File: config.mk
export PLATFORM = sky130hd
export DESIGN_NAME = multicycle_ctrl_fsm
export DESIGN_NICKNAME = d
export VERILOG_FILES = /design/src/rtl/ctrl_pkg.sv /design/src/rtl/mem_wait_timer.sv /design/src/rtl/multicycle_ctrl_fsm.sv
export SDC_FILE = /design/constraint.sdc
export NUM_CORES = 1
export LEC_CHECK = 0
export BUFFER_PORTS_ARGS = -buffer_cell sky130_fd_sc_hd__buf_2
export CAP_MARGIN = 0
export CORE_MARGIN = 2
export CORE_UTILIZATION = 55
export DETAILED_ROUTE_END_ITERATION = 12
export PLACE_DENSITY = 0.78
export SETUP_SLACK_MARGIN = 0.2
export SYNTH_ARGS = -nofsm -noshare
export SYNTH_HDL_FRONTEND = slang
export SYNTH_SLANG_ARGS = --single-unit
File: constraint.sdc
create_clock -name clk -period 2.4 [get_ports clk]
set_clock_uncertainty 0.2 [all_clocks]
set_input_delay 0.24 -clock clk [delete_from_list [all_inputs] [get_ports clk]]
set_output_delay 0.24 -clock clk [all_outputs]
set_load 0.005 [all_outputs]
File: src/rtl/ctrl_pkg.sv
// ctrl_pkg: shared opcodes, state/pc_src/wb_sel encodings and opcode classes
// for the multi-cycle control sequencer.
package ctrl_pkg;
    localparam logic [6:0] OP_R      = 7'b0110011;
    localparam logic [6:0] OP_I      = 7'b0010011;
    localparam logic [6:0] OP_LOAD   = 7'b0000011;
    localparam logic [6:0] OP_STORE  = 7'b0100011;
    localparam logic [6:0] OP_BRANCH = 7'b1100011;
    localparam logic [6:0] OP_JAL    = 7'b1101111;
    localparam logic [6:0] OP_JALR   = 7'b1100111;
    localparam logic [6:0] OP_LUI    = 7'b0110111;
    localparam logic [6:0] OP_AUIPC  = 7'b0010111;

    typedef enum logic [2:0] {
        S_IDLE   = 3'd0,
        S_FETCH  = 3'd1,
        S_DECODE = 3'd2,
        S_EXEC   = 3'd3,
        S_MEM    = 3'd4,
        S_WB     = 3'd5,
        S_TRAP   = 3'd6
    } state_t;

    localparam logic [1:0] PC_PLUS4  = 2'b00;
    localparam logic [1:0] PC_BRANCH = 2'b01;
    localparam logic [1:0] PC_JAL    = 2'b10;
    localparam logic [1:0] PC_JALR   = 2'b11;

    localparam logic [1:0] WB_ALU = 2'b00;
    localparam logic [1:0] WB_MEM = 2'b01;
    localparam logic [1:0] WB_PC4 = 2'b10;

    typedef enum logic [3:0] {
        CLS_R, CLS_I, CLS_LOAD, CLS_STORE, CLS_BRANCH,
        CLS_JAL, CLS_JALR, CLS_LUI, CLS_AUIPC, CLS_ILL
    } cls_t;

    function automatic cls_t decode_class(input logic [6:0] op);
        case (op)
            OP_R:      return CLS_R;
            OP_I:      return CLS_I;
            OP_LOAD:   return CLS_LOAD;
            OP_STORE:  return CLS_STORE;
            OP_BRANCH: return CLS_BRANCH;
            OP_JAL:    return CLS_JAL;
            OP_JALR:   return CLS_JALR;
            OP_LUI:    return CLS_LUI;
            OP_AUIPC:  return CLS_AUIPC;
            default:   return CLS_ILL;
        endcase
    endfunction
endpackage

File: src/rtl/mem_wait_timer.sv
// mem_wait_timer: counts stalled memory-request cycles and flags a timeout.
// Ports: clk, rst_n (async active-low), clr (restart count), en (request
// pending without ready), timeout (combinational: this stalled cycle is the
// MEM_TIMEOUT-th one).
module mem_wait_timer #(
    parameter int MEM_TIMEOUT = 255,
    parameter int TW          = 16
) (
    input  logic clk,
    input  logic rst_n,
    input  logic clr,
    input  logic en,
    output logic timeout
);
    logic [TW-1:0] cnt;

    // cnt counts earlier stalled cycles, so the stall that brings it to
    // MEM_TIMEOUT is the one that fires.
    assign timeout = en && (cnt >= TW'(MEM_TIMEOUT - 1));

    always_ff @(posedge clk or negedge rst_n) begin
        if (!rst_n)
            cnt <= '0;
        else if (clr)
            cnt <= '0;
        else if (en && cnt != TW'(MEM_TIMEOUT))
            cnt <= cnt + 1'b1;
    end
endmodule

File: src/rtl/multicycle_ctrl_fsm.sv
// multicycle_ctrl_fsm: FETCH/DECODE/EXEC/MEM/WB sequencer for the multi-cycle core.
// Inputs: clk, rst_n (async active-low), opcode (sampled in DECODE),
// branch_taken (used in EXEC), mem_ready (memory handshake completion).
// Outputs: memory request/write/address select, IR/PC/register-file strobes,
// pc_src and wb_sel muxes, retire pulse, sticky illegal_op/mem_timeout, state.
module multicycle_ctrl_fsm
    import ctrl_pkg::*;
#(
    parameter int MEM_TIMEOUT = 255,
    parameter int TW          = 16
) (
    input  logic       clk,
    input  logic       rst_n,
    input  logic [6:0] opcode,
    input  logic       branch_taken,
    input  logic       mem_ready,
    output logic       mem_req,
    output logic       mem_we,
    output logic       mem_addr_sel,
    output logic       ir_write,
    output logic       pc_write,
    output logic [1:0] pc_src,
    output logic       reg_write,
    output logic [1:0] wb_sel,
    output logic       instr_retired,
    output logic       illegal_op,
    output logic       mem_timeout,
    output logic [2:0] state
);
    state_t state_q, next_state;
    cls_t   cls;
    logic   to;
    logic   entering;

    assign state = state_q;
    assign entering = (next_state != state_q) && (next_state == S_FETCH || next_state == S_MEM);

    mem_wait_timer #(.MEM_TIMEOUT(MEM_TIMEOUT), .TW(TW)) u_timer (
        .clk    (clk),
        .rst_n  (rst_n),
        .clr    (entering || (mem_req && mem_ready)),
        .en     (mem_req && !mem_ready),
        .timeout(to)
    );

    always_ff @(posedge clk or negedge rst_n) begin
        if (!rst_n) begin
            state_q     <= S_IDLE;
            cls         <= CLS_R;
            illegal_op  <= 1'b0;
            mem_timeout <= 1'b0;
        end else begin
            state_q <= next_state;
            if (state_q == S_DECODE)
                cls <= decode_class(opcode);
            if (state_q == S_DECODE && next_state == S_TRAP)
                illegal_op <= 1'b1;
            if (to)
                mem_timeout <= 1'b1;
        end
    end

    always_comb begin
        next_state    = state_q;
        mem_req       = 1'b0;
        mem_we        = 1'b0;
        mem_addr_sel  = 1'b0;
        ir_write      = 1'b0;
        pc_write      = 1'b0;
        pc_src        = PC_PLUS4;
        reg_write     = 1'b0;
        wb_sel        = WB_ALU;
        instr_retired = 1'b0;
        case (state_q)
            S_IDLE: next_state = S_FETCH;
            S_FETCH: begin
                mem_req    = 1'b1;
                ir_write   = mem_ready;
                next_state = mem_ready ? S_DECODE : to ? S_TRAP : S_FETCH;
            end
            S_DECODE: next_state = (decode_class(opcode) == CLS_ILL) ? S_TRAP : S_EXEC;
            S_EXEC: begin
                if (cls == CLS_BRANCH) begin
                    pc_write      = 1'b1;
                    pc_src        = branch_taken ? PC_BRANCH : PC_PLUS4;
                    instr_retired = 1'b1;
                    next_state    = S_FETCH;
                end else begin
                    next_state = (cls == CLS_LOAD || cls == CLS_STORE) ? S_MEM : S_WB;
                end
            end
            S_MEM: begin
                mem_req      = 1'b1;
                mem_addr_sel = 1'b1;
                mem_we       = (cls == CLS_STORE);
                if (mem_ready) begin
                    pc_write      = (cls == CLS_STORE);
                    instr_retired = (cls == CLS_STORE);
                    next_state    = (cls == CLS_STORE) ? S_FETCH : S_WB;
                end else if (to) begin
                    next_state = S_TRAP;
                end
            end
            S_WB: begin
                reg_write     = 1'b1;
                pc_write      = 1'b1;
                instr_retired = 1'b1;
                wb_sel        = (cls == CLS_LOAD) ? WB_MEM :
                                (cls == CLS_JAL || cls == CLS_JALR) ? WB_PC4 : WB_ALU;
                pc_src        = (cls == CLS_JAL) ? PC_JAL : (cls == CLS_JALR) ? PC_JALR : PC_PLUS4;
                next_state    = S_FETCH;
            end
            default: next_state = S_TRAP;
        endcase
    end
endmodule

== Word level (Yosys, flattened, before mapping) ==
Index checks and enable logic that the tools add are counted.

* Register bits: 25
* Latch bits: 0
* RAM bits: 0
* ROM bits: 0
* Output and inout port bits: 16
* Word-level logic and storage cells: 76
* Memories: 0

* $add $sub $neg: 1
* Multipliers: 0
* Div/mod/pow operators: 0
* Order comparisons: 1
* Equal/unequal tests: 25
* Shift-type cells: 0
* Mux-type cells: 29
* Bitwise operators: 0
* Reductions and logical operators: 15

{| class="wikitable"
|+ Operators by type and width
! cell !! count
|-
| one-hot mux 4 bit (9 select lines) || 1
|-
| 2-to-1 mux 16 bit || 2
|-
| == test 7 x 6 -> 1 bit (second input constant) || 3
|-
| == test 7 bit (second input constant) || 3
|-
| 2-to-1 mux 3 bit || 7
|-
| adder 16 x 1 -> 16 bit (second input constant) || 1
|-
| greater-or-equal comparator 16 x 8 -> 1 bit (second input constant) || 1
|-
| != test 16 x 8 -> 1 bit (second input constant) || 1
|-
| one-hot mux 3 bit (5 select lines) || 1
|-
| == test 7 x 5 -> 1 bit (second input constant) || 2
|-
| == test 3 bit (second input constant) || 4
|-
| == test 4 x 3 -> 1 bit (second input constant) || 3
|-
| 2-to-1 mux 1 bit || 10
|-
| 2-to-1 mux 2 bit || 5
|-
| == test 4 x 2 -> 1 bit (second input constant) || 2
|-
| == test 7 x 2 -> 1 bit (second input constant) || 1
|-
| == test 3 x 1 -> 1 bit (second input constant) || 2
|-
| == test 3 x 2 -> 1 bit (second input constant) || 2
|-
| logical AND 1 bit || 6
|-
| == test 4 bit (second input constant) || 1
|-
| logical OR 1 bit || 4
|-
| 2-to-1 mux 4 bit || 1
|-
| one-hot mux 2 bit (2 select lines) || 1
|-
| OR reduction 2 bit || 2
|-
| other kinds (5) || 5
|}

== Longest topological paths before layout ==
* Depth after elaboration: 13
* Depth in mapped cells: 8

== Modules after synthesis ==
A second synthesis with hierarchy kept.

* Cells, all modules: 205
* Area, all modules: 1,761.7 um^2

{| class="wikitable"
|+ Modules (own cells, without submodules)
! module !! times used !! cells each !! area each (um^2)
|-
| mem_wait_timer || 1 || 96 || 937.1
|-
| multicycle_ctrl_fsm || 1 || 109 || 824.5
|}

== Worst setup path after synthesis ==
OpenSTA, ideal clock, no wires.

* Path type: reg2reg
* Start: reg u_timer.cnt[11]
* End: reg u_timer.cnt[10]
* Setup time: 120 ps
* Data arrival time: 1,794 ps
* Required time: 2,080 ps
* Slack: 285 ps
* Cell stages (with the launch flop): 7
* Buffers on the path: 1
* Period minus slack after synthesis: 2,115 ps
* Cells stage by stage: dfrtp_1 nor4_4 o211ai_1 nor2b_4 a2111oi_4 buf_6 nor3_2

* Word-level cells in the longest chain between the ends: 10
* Elaborated cells on any way between the ends: 17
* Classes of those cells: 1 x order compare; 4 x eq/ne; 6 x mux; 6 x reduce/logical

{| class="wikitable"
|+ Ends and longest elaborated chain
! what !! line !! source
|-
| start, declared || mem_wait_timer.sv:15 || <nowiki>logic [TW-1:0] cnt;</nowiki>
|-
| start signal, assigned || mem_wait_timer.sv:27 || <nowiki>cnt <= cnt + 1'b1;</nowiki>
|-
| greater-or-equal comparator 16 x 8 -> 1 bit || mem_wait_timer.sv:19 || <nowiki>assign timeout = en && (cnt >= TW'(MEM_TIMEOUT - 1));</nowiki>
|-
| logical AND 1 bit || mem_wait_timer.sv:19 ||
|-
| 2-to-1 mux 3 bit (on tied branches) || multicycle_ctrl_fsm.sv:100, multicycle_ctrl_fsm.sv:79 ||
|-
| 2-to-1 mux 3 bit (on tied branches) || multicycle_ctrl_fsm.sv:96, multicycle_ctrl_fsm.sv:79 ||
|-
| one-hot mux 3 bit (5 select lines) || multicycle_ctrl_fsm.sv:74 || <nowiki>case (state_q)</nowiki>
|-
| == test 3 x 1 -> 1 bit / == test 3 bit (equally long branches) || multicycle_ctrl_fsm.sv:36 || <nowiki>assign entering = (next_state != state_q) && (next_state == S_FETCH || next_state == S_MEM);</nowiki>
|-
| logical OR 1 bit || multicycle_ctrl_fsm.sv:36 ||
|-
| logical AND 1 bit || multicycle_ctrl_fsm.sv:36 ||
|-
| logical OR 1 bit || multicycle_ctrl_fsm.sv:41 || <nowiki>.clr (entering || (mem_req && mem_ready)),</nowiki>
|-
| 2-to-1 mux 16 bit / nonzero test 2 bit (equally long branches) || n/a ||
|}

Several ways; a longest one is shown, not always the timed one.
A chain may end at the register's enable or synchronous reset.

== Final worst setup path ==
* Start: reg u_timer.cnt[9]
* End: reg u_timer.cnt[1]

The elaborated chain is that of the path after synthesis.

==> impl_metrics.env <==
export IMPL_status="completed"
export IMPL_track_usage=0.236
export IMPL_ys_seq_elements=25
export IMPL_grt_first_pass_wirelength_um=6710
export IMPL_syn_area_mm2=0.00182
export IMPL_drt_pass1_iterations=4
export IMPL_postSynthAreaPerCell_um2=9.82
export IMPL_yosys_top_cells_area="dfrtp_1 34%, xor2_1 7.2%, nor3_2 6.1%, nand3_1 3.0%, nor3_1 2.5%"
export IMPL_final_nets=242
export IMPL_maxSlewViolCount=0
export IMPL_ant_nets=0
export IMPL_reg2reg_depth=5
export IMPL_crit_path_start_kind="flop"
export IMPL_synth_seq_area_share=0.344
export IMPL_synthFlopType="dfrtp_1"
export IMPL_ctsRootBufferMaster="clkbuf_4"
export IMPL_dieArea_mm2=0.00378
export IMPL_timing_rr_end="u_timer.cnt[1]"
export IMPL_fp_row_count=20
export IMPL_finalSetupTns_ps=0
export IMPL_ys_types=54
export IMPL_overflow=0
export IMPL_rrSetupSlack_ps=100
export IMPL_antenna_found_initial=0
export IMPL_hold_depth=3
export IMPL_post_dp_hpwl_um=2920
export IMPL_drcViolationCount=0
export IMPL_avgRoutedWirePerCell_um=19.1
export IMPL_power_density_mw_per_mm2=1020
export IMPL_wirelength_um=5200
export IMPL_async_reset_ff_frac=1.00
export IMPL_hold_ws_ps=68.3
export IMPL_setup_violations=0
export IMPL_syn_to_final_growth_pct=30.1
export IMPL_fin_area_mm2=0.00236
export IMPL_yosys_top_cells_count="25 x dfrtp_1, 15 x xor2_1, 11 x nand3_1, 11 x nor3_2, 10 x nand2_1"
export IMPL_io_buffers=26
export IMPL_crit_path_end_kind="flop"
export IMPL_fmax_mhz=434
export IMPL_crit_required_ps=2470
export IMPL_drv_cap=0
export IMPL_synth_top_cell_area_share=0.344
export IMPL_clock_path_buffers=2
export IMPL_criticalPathCategory="flop to flop"
export IMPL_finalHoldViolations=0
export IMPL_irDropWorstVdd_v=0.000501
export IMPL_n_fill_cell=204
export IMPL_worstReg2RegStart="u_timer.cnt[9]"
export IMPL_drtIter0Drc=234
export IMPL_cts_tree="done"
export IMPL_preCtsSetupSlack_ps=143
export IMPL_p_leak_uw=0.000962
export IMPL_drive_gt1_frac=0.456
export IMPL_arrival_ps=2370
export IMPL_via_count=1743
export IMPL_routed_via_density=6.41
export IMPL_syn_inst=185
export IMPL_start_util=0.585
export IMPL_cts_buffers=3
export IMPL_core_mm2=0.00310
export IMPL_synth_most_common_cell="dfrtp_1"
export IMPL_holdPathEnd="cls[1]"
export IMPL_dpl_cell_area_mm2=0.00199
export IMPL_fin_crit_ps=2300
export IMPL_clock_sinks=25
export IMPL_path_max_fanout=8
export IMPL_fin_util=0.762
export IMPL_worst_slew_pin_slew_ps=589
export IMPL_clkLatencyLatePin_ps=340
export IMPL_ys_warn_count=0
export IMPL_grt_max_degree=26
export IMPL_grt_pass1_vias=1506
export IMPL_worst_slack_ps=98.1
export IMPL_grt_setup_unrepaired="true"
export IMPL_clk_pin_slew_ps=150
export IMPL_synth_edff_count=0
export IMPL_die_w_um=61.5
export IMPL_post_route_period_util=0.959
export IMPL_synth_top_area_cell="dfrtp_1"
export IMPL_syn_num_nets=198
export IMPL_min_delay_start="opcode[3]"
export IMPL_n_antenna_cell=0
export IMPL_relSlewSlack=0.608
export IMPL_hold_path_class="input pin to flop"
export IMPL_routabilityCongestion=0.876
export IMPL_die_h_um=61.5
export IMPL_io_pin_count=27
export IMPL_ctsHtreeMaxLevel=1
-- cells in the final DEF, fill, tap and decap left out, drive strengths merged, types with 3 or more instances in the layout --
master	instances
buf	46
nor4	3
inv	3
nor2b	3
and4	3
xnor2	3
nand3	11
clkbuf	4
nor2	5
a21oi	5
o21ai	10
o211ai	6
and3	6
nand2	10
xor2	15
nor3	21
nand4	7
nor4b	4
a32o	3
dfrtp	25
nand2b	7
-- worst max-delay path, cell delays in order (launching register included) --
cell,delay (ps)
dfrtp_2,480
nor4_4,410
o211ai_1,220
or2_4,300
a32o_4,400
a211oi_2,210
-- cell families (layout without fill, tap and decap cells) --
| group | Yosys count | in the layout | synth area share |
|---|---|---|---|
| AOI/OAI and AO/OA | 35 | 36 | 0.146 |
| xor gates and xnor gates | 18 | 18 | 0.0909 |
| adders and majority gates | 2 | 2 | 0.0138 |
| buffers and inverters | 13 | 55 | 0.0448 |
| DFF | 25 | 25 | 0.344 |
| and+or+nand+nor | 92 | 92 | 0.360 |
-- metrics by stage --
step / std cells / total power [uW]
floorplan: 185 / 1350
global placement: 251 / 1560
detailed placement: 251 / 1600
CTS: 259 / 1860
global route: 272 / 2520
finish: 272 / 2410
-- flip-flops by register name (all words and copies together), names as in the netlist --
| name | cells |
|---|---|
| u_timer.cnt | 16 |
| cls | 4 |
| state | 3 |
| illegal_op | 1 |
| mem_timeout | 1 |
-- layer usage --
layer / track usage / share of wire / up-vias
met3: 0.0399 / 0.069 / 13
met4: 0.112 / 0.022 / 0
met2: 0.371 / 0.49 / 97
met5: 0 / 0 / -
met1: 0.317 / 0.42 / 844
li1: - / - / 789
-- timing repair --
action | 4_1_cts | 5_1_grt
pin swaps | 1 | 11
gates cloned | 0 | 2
hold buffers | 1 | 0
endpoints found under the setup margin | 19 | 19
gates resized for setup | 6 | 33
endpoints found under the hold margin | 25 | 0
buffers inserted | 3 | 11
-- final cells by class --
| class | instances | area, um^2 | share of cell area |
|---|---|---|---|
| Clock inverter | 1 | 7.51 | 0.00318 |
| Clock buffer | 3 | 22.5 | 0.00953 |
| Sequential cell | 25 | 637 | 0.269 |
| Tap cell | 44 | 55.1 | 0.0233 |
| Inverter | 3 | 11.3 | 0.00476 |
| Multi-Input combinational cell | 148 | 1290 | 0.546 |
| Timing Repair Buffer | 48 | 340 | 0.144 |
-- worst max-delay path by stage --
stage / startpoint / end / depth (start not counted)
after floorplan: u_timer.cnt[11] / u_timer.cnt[10] / 6
after global routing: u_timer.cnt[9] / u_timer.cnt[1] / 5
after CTS: state[2] / pc_src[0] / 5
after global placement: state[1] / u_timer.cnt[1] / 4
after detailed placement: state[1] / u_timer.cnt[12] / 4
final: u_timer.cnt[9] / u_timer.cnt[1] / 5
-- power breakdown --
group / internal [uW] / switching (uW)
registers: 497 / 119
clock network: 64.1 / 141
logic: 693 / 896
(Power assumes the default switching activity.)
